`src/rtl/pool_window_gen_if.sv`:
```
// Pixel-stream and dual-rail window bundle between the pixel source, pool_window_gen and the 2x2 max-pool kernel.
interface pool_window_gen_if #(
    parameter int unsigned BIT_DATA = 8
);
    logic                in_valid;
    logic                in_ready;
    logic [BIT_DATA-1:0] in_data;
    logic [BIT_DATA-1:0] x0_t, x0_f;
    logic [BIT_DATA-1:0] x1_t, x1_f;
    logic [BIT_DATA-1:0] x2_t, x2_f;
    logic [BIT_DATA-1:0] x3_t, x3_f;
    logic                ack_nxt;
    logic                frame_done;

    modport master (
        output in_valid, in_data, ack_nxt,
        input  in_ready, frame_done,
        input  x0_t, x0_f, x1_t, x1_f, x2_t, x2_f, x3_t, x3_f
    );

    modport slave (
        input  in_valid, in_data, ack_nxt,
        output in_ready, frame_done,
        output x0_t, x0_f, x1_t, x1_f, x2_t, x2_f, x3_t, x3_f
    );
endinterface

```
`src/rtl/pool_window_gen.sv`:
```
// Raster pixel stream -> stride-2 2x2 windows on dual-rail, four-phase RTZ outputs.
// Optional macro POOL_PAD_EN: odd IMG_W pads the last column pair with the most negative value.
module pool_window_gen #(
    parameter int unsigned BIT_DATA = 8,
    parameter int unsigned IMG_W    = 16,
    parameter int unsigned IMG_H    = 16
) (
    input  logic              clk,
    input  logic              reset,
    pool_window_gen_if.slave  bus
);
    localparam int unsigned CW = (IMG_W > 1) ? $clog2(IMG_W) : 1;
    localparam int unsigned RW = (IMG_H > 1) ? $clog2(IMG_H) : 1;
`ifdef POOL_PAD_EN
    localparam bit PAD_EN = 1'b1;
`else
    localparam bit PAD_EN = 1'b0;
`endif
    localparam bit          PAD_COL  = PAD_EN && ((IMG_W % 2) == 1);
    localparam int unsigned LAST_ROW = (IMG_H / 2) * 2 - 1;
    localparam int unsigned LAST_COL = PAD_COL ? (IMG_W - 1) : ((IMG_W / 2) * 2 - 1);

    typedef logic [BIT_DATA-1:0] word_t;
    typedef word_t [3:0]         win_t;
    typedef enum logic [1:0] {ST_IDLE, ST_DATA, ST_NULL} state_t;

    localparam word_t MOST_NEG = {1'b1, {(BIT_DATA-1){1'b0}}};

    state_t        state_q, state_d;
    logic [CW-1:0] col_q, col_d;
    logic [RW-1:0] row_q, row_d;
    word_t         line_q [IMG_W];
    word_t         line_d [IMG_W];
    word_t         held_q, held_d;
    win_t          rail_t_q, rail_t_d;
    win_t          rail_f_q, rail_f_d;
    logic          last_q, last_d;
    logic          ack_meta_q, ack_meta_d;
    logic          ack_s_q, ack_s_d;
    logic          in_ready_q, in_ready_d;
    logic          frame_done_q, frame_done_d;

    logic          accept_c;
    logic          win_done_c;
    logic          pad_c;
    logic [CW-1:0] pair_col_c;
    win_t          win_c;

    // A pixel completes a window on odd rows at odd columns, or at the padded last column.
    function automatic logic completes(input logic [CW-1:0] c, input logic [RW-1:0] r);
        return r[0] && (c[0] || (PAD_COL && (c == CW'(IMG_W - 1))));
    endfunction

    always_comb begin
        state_d      = state_q;
        col_d        = col_q;
        row_d        = row_q;
        line_d       = line_q;
        held_d       = held_q;
        rail_t_d     = rail_t_q;
        rail_f_d     = rail_f_q;
        last_d       = last_q;
        frame_done_d = 1'b0;
        ack_meta_d   = bus.ack_nxt;
        ack_s_d      = ack_meta_q;

        accept_c   = bus.in_valid && in_ready_q;
        win_done_c = accept_c && completes(col_q, row_q);
        pad_c      = PAD_COL && !col_q[0];
        // Clearing bit 0 gives col-1 for odd columns and col itself for the padded even column.
        pair_col_c = col_q & ~CW'(1);
        win_c[0]   = line_q[pair_col_c];
        win_c[1]   = pad_c ? MOST_NEG : line_q[col_q];
        win_c[2]   = pad_c ? bus.in_data : held_q;
        win_c[3]   = pad_c ? MOST_NEG : bus.in_data;

        if (accept_c) begin
            if (!row_q[0]) begin
                line_d[col_q] = bus.in_data;
            end else if (!col_q[0]) begin
                held_d = bus.in_data;
            end
            if (col_q == CW'(IMG_W - 1)) begin
                col_d = '0;
                row_d = (row_q == RW'(IMG_H - 1)) ? '0 : RW'(row_q + RW'(1));
            end else begin
                col_d = CW'(col_q + CW'(1));
            end
        end

        case (state_q)
            ST_IDLE: begin
                if (win_done_c) begin
                    rail_t_d = win_c;
                    rail_f_d = ~win_c;
                    last_d   = (row_q == RW'(LAST_ROW)) && (col_q == CW'(LAST_COL));
                    state_d  = ST_DATA;
                end
            end
            ST_DATA: begin
                if (ack_s_q) begin
                    rail_t_d = '0;
                    rail_f_d = '0;
                    state_d  = ST_NULL;
                end
            end
            ST_NULL: begin
                if (!ack_s_q) begin
                    frame_done_d = last_q;
                    state_d      = ST_IDLE;
                end
            end
            default: state_d = ST_IDLE;
        endcase

        // Only a window-completing pixel must wait for the handshake to return to IDLE.
        in_ready_d = (state_d == ST_IDLE) || !completes(col_d, row_d);
    end

    always_ff @(posedge clk) begin
        if (reset) begin
            state_q      <= ST_IDLE;
            col_q        <= '0;
            row_q        <= '0;
            rail_t_q     <= '0;
            rail_f_q     <= '0;
            last_q       <= 1'b0;
            ack_meta_q   <= 1'b0;
            ack_s_q      <= 1'b0;
            in_ready_q   <= 1'b0;
            frame_done_q <= 1'b0;
        end else begin
            state_q      <= state_d;
            col_q        <= col_d;
            row_q        <= row_d;
            rail_t_q     <= rail_t_d;
            rail_f_q     <= rail_f_d;
            last_q       <= last_d;
            ack_meta_q   <= ack_meta_d;
            ack_s_q      <= ack_s_d;
            in_ready_q   <= in_ready_d;
            frame_done_q <= frame_done_d;
        end
    end

    // Pixel storage carries no control meaning, so it is left out of reset.
    always_ff @(posedge clk) begin
        line_q <= line_d;
        held_q <= held_d;
    end

    assign bus.in_ready   = in_ready_q;
    assign bus.frame_done = frame_done_q;
    assign bus.x0_t       = rail_t_q[0];
    assign bus.x0_f       = rail_f_q[0];
    assign bus.x1_t       = rail_t_q[1];
    assign bus.x1_f       = rail_f_q[1];
    assign bus.x2_t       = rail_t_q[2];
    assign bus.x2_f       = rail_f_q[2];
    assign bus.x3_t       = rail_t_q[3];
    assign bus.x3_f       = rail_f_q[3];
endmodule

```
`src/flat_wrapper.sv`:
```
// flat-port wrapper written by rule: the top's interface ports become plain ports
module pool_window_gen_flat 
#(
    parameter int unsigned BIT_DATA = 8,
    parameter int unsigned IMG_W    = 16,
    parameter int unsigned IMG_H    = 16
)
  (clk, reset, bus_in_valid, bus_in_data, bus_ack_nxt, bus_in_ready, bus_frame_done, bus_x0_t, bus_x0_f, bus_x1_t, bus_x1_f, bus_x2_t, bus_x2_f, bus_x3_t, bus_x3_f);
  pool_window_gen_if #(.BIT_DATA(BIT_DATA)) bus_i ();
  input  logic clk;
  input  logic reset;
  input wire logic [$bits(bus_i.in_valid)-1:0] bus_in_valid;
  input wire logic [$bits(bus_i.in_data)-1:0] bus_in_data;
  input wire logic [$bits(bus_i.ack_nxt)-1:0] bus_ack_nxt;
  output wire logic [$bits(bus_i.in_ready)-1:0] bus_in_ready;
  output wire logic [$bits(bus_i.frame_done)-1:0] bus_frame_done;
  output wire logic [$bits(bus_i.x0_t)-1:0] bus_x0_t;
  output wire logic [$bits(bus_i.x0_f)-1:0] bus_x0_f;
  output wire logic [$bits(bus_i.x1_t)-1:0] bus_x1_t;
  output wire logic [$bits(bus_i.x1_f)-1:0] bus_x1_f;
  output wire logic [$bits(bus_i.x2_t)-1:0] bus_x2_t;
  output wire logic [$bits(bus_i.x2_f)-1:0] bus_x2_f;
  output wire logic [$bits(bus_i.x3_t)-1:0] bus_x3_t;
  output wire logic [$bits(bus_i.x3_f)-1:0] bus_x3_f;
  assign bus_i.in_valid = bus_in_valid;
  assign bus_i.in_data = bus_in_data;
  assign bus_i.ack_nxt = bus_ack_nxt;
  assign bus_in_ready = bus_i.in_ready;
  assign bus_frame_done = bus_i.frame_done;
  assign bus_x0_t = bus_i.x0_t;
  assign bus_x0_f = bus_i.x0_f;
  assign bus_x1_t = bus_i.x1_t;
  assign bus_x1_f = bus_i.x1_f;
  assign bus_x2_t = bus_i.x2_t;
  assign bus_x2_f = bus_i.x2_f;
  assign bus_x3_t = bus_i.x3_t;
  assign bus_x3_f = bus_i.x3_f;
  pool_window_gen #(.BIT_DATA(BIT_DATA), .IMG_W(IMG_W), .IMG_H(IMG_H)) u_core (.clk(clk), .reset(reset), .bus(bus_i));
endmodule
```
`config.mk`:
```
export PLATFORM = sky130hd
export DESIGN_NAME = pool_window_gen_flat
export DESIGN_NICKNAME = d
export VERILOG_FILES = /design/src/rtl/pool_window_gen_if.sv /design/src/rtl/pool_window_gen.sv /design/src/flat_wrapper.sv
export SDC_FILE = /design/constraint.sdc
export NUM_CORES = 1
export LEC_CHECK = 0
export ABC_AREA = 0
export BUFFER_PORTS_ARGS = -buffer_cell sky130_fd_sc_hd__buf_2
export CORE_AREA = 2 2 128 130
export DETAILED_ROUTE_END_ITERATION = 10
export DIE_AREA = 0 0 130 132
export PLACE_DENSITY = 0.71
export SYNTH_ARGS = -nofsm -noshare
export SYNTH_HDL_FRONTEND = slang
export SYNTH_SLANG_ARGS = --single-unit
```
`constraint.sdc`:
```
create_clock -name clk -period 2.2 [get_ports clk]
set_clock_uncertainty 0.2 [all_clocks]
set_input_delay 0.22 -clock clk [delete_from_list [all_inputs] [get_ports clk]]
set_output_delay 0.22 -clock clk [all_outputs]
set_load 0.01 [all_outputs]
```
* Word-level counts from Yosys, hierarchy flattened
Cells that the tools add are included.
Storage, ports and cells: flip-flop bits (word level) 215, input bits 12, word-level logic and storage cells 92
Operators by class: add/sub/neg operators 2, $lt $le $gt $ge 3, equality and inequality tests 6, multiplexer cells 23, bitwise logic cells 6, reduce and logical (&&, ||, !) cells 17
Operator list (number):
- $bwmux 128 | 1
- $pmux 32 s2 | 2
- $mux 32 | 3
- $bmux 8 s4 | 2
- $mux 8 | 5
- $demux 8 s4 | 1
- $not 32->32 | 1
- $ge 5x5->1 const B | 2
- $not 4->5 | 2
- $add 4x1->4 const B | 2
- $eq 4x4->1 const B | 2
- $mux 4 | 2
- $logic_and 1x1->1 | 6
- $mux 2 | 3
- $pmux 2 s3 | 1
- $reduce_and 2->1 | 3
- $reduce_and 3->1 | 2
- $lt 5x1->1 const B | 1
- $logic_not 2->1 | 2
- $ne 2x1->1 const B | 2
- $mux 1 | 3
- $not 1->1 | 3
- $reduce_or 3->1 | 1
- $eq 2x1->1 const B | 1
- other kinds (4) | 4

* Logic depth before layout (Yosys ltp)
word-level depth 7, depth in mapped cells 6, gate-level depth less buffers 4

* Worst setup path before layout
OpenSTA, ideal clock, no wires.
path kind flip-flop to flip-flop, from register, netlist name u_core.col_q[1], to register u_core.line_q[112] in the netlist's numbering, enable pin, arrival time 1.586 ns, required time 1.617 ns, slack 0.031 ns, stages on the path, launching flop included 7, path buffers 2, period minus slack after synthesis 2.169 ns, path through dfxtp_1 > buf_2 > buf_4 > inv_1 > ha_1 > nand2_1 > nor3_1
RTL lines:
- end signal, assigned | RTL line pool_window_gen.sv:148 | line_q <= line_d;
- end, declared | RTL line pool_window_gen.sv:32 | word_t line_q [IMG_W];

* Final worst setup path
from register u_core.col_q[0], to register u_core.rail_f_q (netlist bit u_core.bus.x1_f[0])
On the way: longest elaborated chain between the ends 7
RTL lines:
- start, declared | RTL line pool_window_gen.sv:30 | logic [CW-1:0] col_q, col_d;
- start signal, assigned | RTL line pool_window_gen.sv:134 | col_q <= col_d;
- $not 4->5 (implied by the code) | RTL line pool_window_gen.sv:73 | win_c[1] = pad_c ? MOST_NEG : line_q[col_q];
- $bmux 8 s4 | RTL line pool_window_gen.sv:73
- $mux 8 (implied by the code) (2 in a row) | RTL line pool_window_gen.sv:73
- $not 32->32 | RTL line pool_window_gen.sv:95 | rail_f_d = ~win_c;
- $mux 32 | RTL line pool_window_gen.sv:93 | if (win_done_c) begin
- $pmux 32 s2 | RTL line pool_window_gen.sv:91 | case (state_q)
- end signal, assigned | RTL line pool_window_gen.sv:137 | rail_f_q <= rail_f_d;
- end, declared | RTL line pool_window_gen.sv:36 | win_t rail_f_q, rail_f_d;
Several ways; a longest one is shown, not always the timed one. The select of a mux whose other input is x is not followed. A chain may end at the register's enable or synchronous reset.

==> results.json <==
{
  "detail_route.drc_violations": 0,
  "clock_latency_ps": 500,
  "clk_pin_slew_worst_paths_ps": 60,
  "rsz0062_at_grt": "no",
  "antenna_found_initial": 0,
  "detail_route.wl_per_cell_um": 20.2,
  "whs_ps": 59.7,
  "ir_drop_mv": 0.564,
  "globalRoute.totalOverflow": 0,
  "worst_slew_pin_slew_ps": 854,
  "cts-root-to-sink-buffers": 3,
  "critical_path_class": "reg2reg",
  "max_slew_margin": 0.428,
  "synth_cells": 524,
  "drt.antenna.violating_nets": 0,
  "critPathMaxStageDelay_ps": 400,
  "reg2reg_to": "u_core.bus.x1_f[0]",
  "asyncSetResetFlopFracSynth": 0,
  "finalHoldViolCount": 0,
  "hold_path_class": "in2reg",
  "totalPowerFinal_mw": 8.14,
  "vias": 4988,
  "routed_wire_length_mm": 17.3,
  "cts.repair_timing.setup_buffer_count": 0,
  "fin_crit_sh": 0.930,
  "timing.critical_path.fanout_max": 51,
  "endpoint_kind": "register",
  "post_layout_worst_setup_margin_ps": 154,
  "die_height_um": 132,
  "io_pins": 78,
  "tritoncts.num_buffers": 22,
  "crit_path_start_kind": "register",
  "grt_max_degree": 52,
  "finalSetupTns_ps": 0,
  "gr-usage-all-layers": 0.202,
  "crit_cells": 6,
  "floorplan.rows": 46,
  "port_buffers": 77,
  "yosys.cell_count.top_type": "sky130_fd_sc_hd__edfxtp_1",
  "reg2reg_setup_slack_ps": 150,
  "detail_route.iter0.violations": 428,
  "fp.dieArea_um2": 17200,
  "worst_path_max_delay_cell": "sky130_fd_sc_hd__dfxtp_1",
  "place_hpwl_mm": 10.8,
  "leakagePower_nw": 3.38,
  "critical_path_buf_inv_count": 3,
  "dp_slack_ps": 85.1,
  "area_share_of_the_largest_cell_type_after_synthesis": 0.499,
  "synth-edff-count": 136,
  "yosys_warnings": 0,
  "initial_utilization": 0.521,
  "layout-drive-gt1-share": 0.277,
  "cts_root_buf": "sky130_fd_sc_hd__clkbuf_16",
  "synth_top_area_cell": "sky130_fd_sc_hd__edfxtp_1",
  "slew_viol_final": 0,
  "synth_area_um2": 8180,
  "antenna_cells": 0,
  "yosysUniqueCellTypes": 41,
  "drv_cap": 0,
  "ys_top_cells_by_count": "sky130_fd_sc_hd__edfxtp_1 (136), sky130_fd_sc_hd__dfxtp_1 (79), sky130_fd_sc_hd__a21oi_1 (39)",
  "cts_tree": "done",
  "outcome": "complete, no violations",
  "routability_congestion_estimate_from_global_placement": 0.769,
  "p_per_area_nw_per_um2": 838,
  "critPathTopFamily": "buffers and inverters",
  "drt-vias-per-instance": 5.81,
  "core_area_um2": 15700,
  "syn_to_final_growth_pct": 18.7,
  "clock-sinks": 215,
  "worst_setup_path_startpoint": "u_core.col_q[0]",
  "min_period_ps": 2050,
  "crit_chain": "buf_4 > or3b_1 > buf_6 > nor3_4 > buf_4 > a22o_1",
  "ys_top_cells_by_area": "sky130_fd_sc_hd__edfxtp_1 (50%), sky130_fd_sc_hd__dfxtp_1 (19%), sky130_fd_sc_hd__mux4_2 (8.8%), sky130_fd_sc_hd__o211ai_1 (2.9%), sky130_fd_sc_hd__a21oi_1 (2.4%)",
  "htree_levels": 1,
  "finalNonFillerCells": 858,
  "syn-num-nets": 541,
  "timing.critical_path.to": "u_core.bus.x1_f[0]",
  "first_global_vias": 4903,
  "cp_data_required_time_ps": 2440,
  "dieWidth_um": 130,
  "dp.cells": 809,
  "first_pass_iters": 5,
  "fmax_mhz": 489,
  "grt_pass1_wl_mm": 26.9,
  "postSynth.topFlopCell": "sky130_fd_sc_hd__edfxtp_1",
  "synth_seq_area_share": 0.692,
  "synth_register_bits": 215,
  "mean_cell_area_of_the_mapped_netlist_um2": 15.6,
  "worst_r2r_startpoint": "u_core.col_q[0]",
  "critical_path_arrival_ps": 2280,
  "setup_violations": 0,
  "cell_seen_most_often_among_critical_path_stages": "sky130_fd_sc_hd__buf_4",
  "nNetsFinal": 644,
  "r2r.worst_path.cells": 6
}
[logic make-up after synthesis]
kind of cell	synth area share
muxes	0.108
adders and majority gates	0.00764
AOI/OAI and AO/OA	0.0997
and+or+nand+nor	0.0612
xor gates and xnor gates	0.00214
DFF	0.692
buffers and inverters	0.0295
[routing by layer]
layer | GRT usage | wire [um] | share of wire
met5 | 0 | 0 | 0
met4 | 0.0597 | 350 | 0.020
met3 | 0.0398 | 1120 | 0.065
met2 | 0.314 | 8050 | 0.46
met1 | 0.293 | 7810 | 0.45
[power by group]
| part | internal, mW | switching, mW | total [mW] |
|---|---|---|---|
| registers | 4.30 | 0.00665 | 4.30 |
| clock network | 2.15 | 1.45 | 3.60 |
| logic | 0.0792 | 0.156 | 0.235 |
| total | 6.53 | 1.61 | 8.14 |
[sequential cells by signal, indices dropped and copies added, names as in the netlist]
name and cells:
u_core.line_q 128, u_core.bus.x0_f 8, u_core.bus.x0_t 8, u_core.bus.x1_f 8, u_core.bus.x1_t 8, u_core.bus.x2_f 8, u_core.bus.x2_t 8, u_core.bus.x3_f 8
u_core.bus.x3_t 8, u_core.held_q 8, u_core.col_q 4, u_core.row_q 4, u_core.state_q 2, u_core.ack_meta_q 1, u_core.ack_s_q 1, u_core.bus.frame_done 1
u_core.bus.in_ready 1, u_core.last_q 1
[per-stage QoR]
step	utilization	instance area (um2)
6_report	0.618	9720
5_1_grt	0.618	9720
4_1_cts	0.618	9710
3_5_place_dp	0.567	8910
3_3_place_gp	0.567	8910
2_1_floorplan	-	8180
[worst min-delay path by stage]
stage,start,endpoint,slack (ps),cells after the start
global placement,u_core.ack_meta_q,u_core.ack_s_q,230,1
CTS,bus_in_valid,u_core.col_q[2],50,5
finish,bus_in_valid,u_core.col_q[2],60,5
detailed placement,u_core.ack_meta_q,u_core.ack_s_q,230,1
floorplan,bus_in_data[0],u_core.held_q[0],120,0
global route,bus_in_valid,u_core.col_q[2],60,5
[final cells by class]
cell class	instances	area (um2)
Fill cell	1147	6000
Sequential cell	215	5670
Multi-Input combinational cell	261	2280
Timing Repair Buffer	122	781
Clock buffer	36	656
Tap cell	216	270
Clock inverter	3	42.5
Inverter	5	18.8
[cells in the final DEF (no fill, tap or decap), types with 3 or more instances in the layout]
master and instances:
sky130_fd_sc_hd__or3_1 16, sky130_fd_sc_hd__and3_1 5, sky130_fd_sc_hd__o2bb2ai_1 15, sky130_fd_sc_hd__or4_1 3, sky130_fd_sc_hd__nand2_1 8, sky130_fd_sc_hd__clkbuf_16 24
sky130_fd_sc_hd__ha_1 5, sky130_fd_sc_hd__a22o_1 16, sky130_fd_sc_hd__nand3b_1 3, sky130_fd_sc_hd__buf_2 77, sky130_fd_sc_hd__nor2_1 16, sky130_fd_sc_hd__mux2i_1 16
sky130_fd_sc_hd__dlygate4sd3_1 10, sky130_fd_sc_hd__nand3_1 21, sky130_fd_sc_hd__o211ai_1 32, sky130_fd_sc_hd__dfxtp_1 78, sky130_fd_sc_hd__nor3_1 5, sky130_fd_sc_hd__clkbuf_1 11
sky130_fd_sc_hd__edfxtp_1 136, sky130_fd_sc_hd__o21ai_0 6, sky130_fd_sc_hd__buf_4 31, sky130_fd_sc_hd__a21oi_1 39, sky130_fd_sc_hd__inv_1 5, sky130_fd_sc_hd__mux4_2 32
[worst min-delay path: stages]
cell and delay, ps:
sky130_fd_sc_hd__buf_2 110, sky130_fd_sc_hd__buf_4 160, sky130_fd_sc_hd__nand3_1 90, sky130_fd_sc_hd__xor2_1 60
sky130_fd_sc_hd__nor2_1 70
[what timing repair did]
item                                    4_1_cts  5_1_grt
hold buffers                                 10        0
resized for setup                             0        2
hold endpoints to repair                    140        0
endpoints found under the setup margin        0       19
Note: power is estimated with default switching activity, not from simulation.
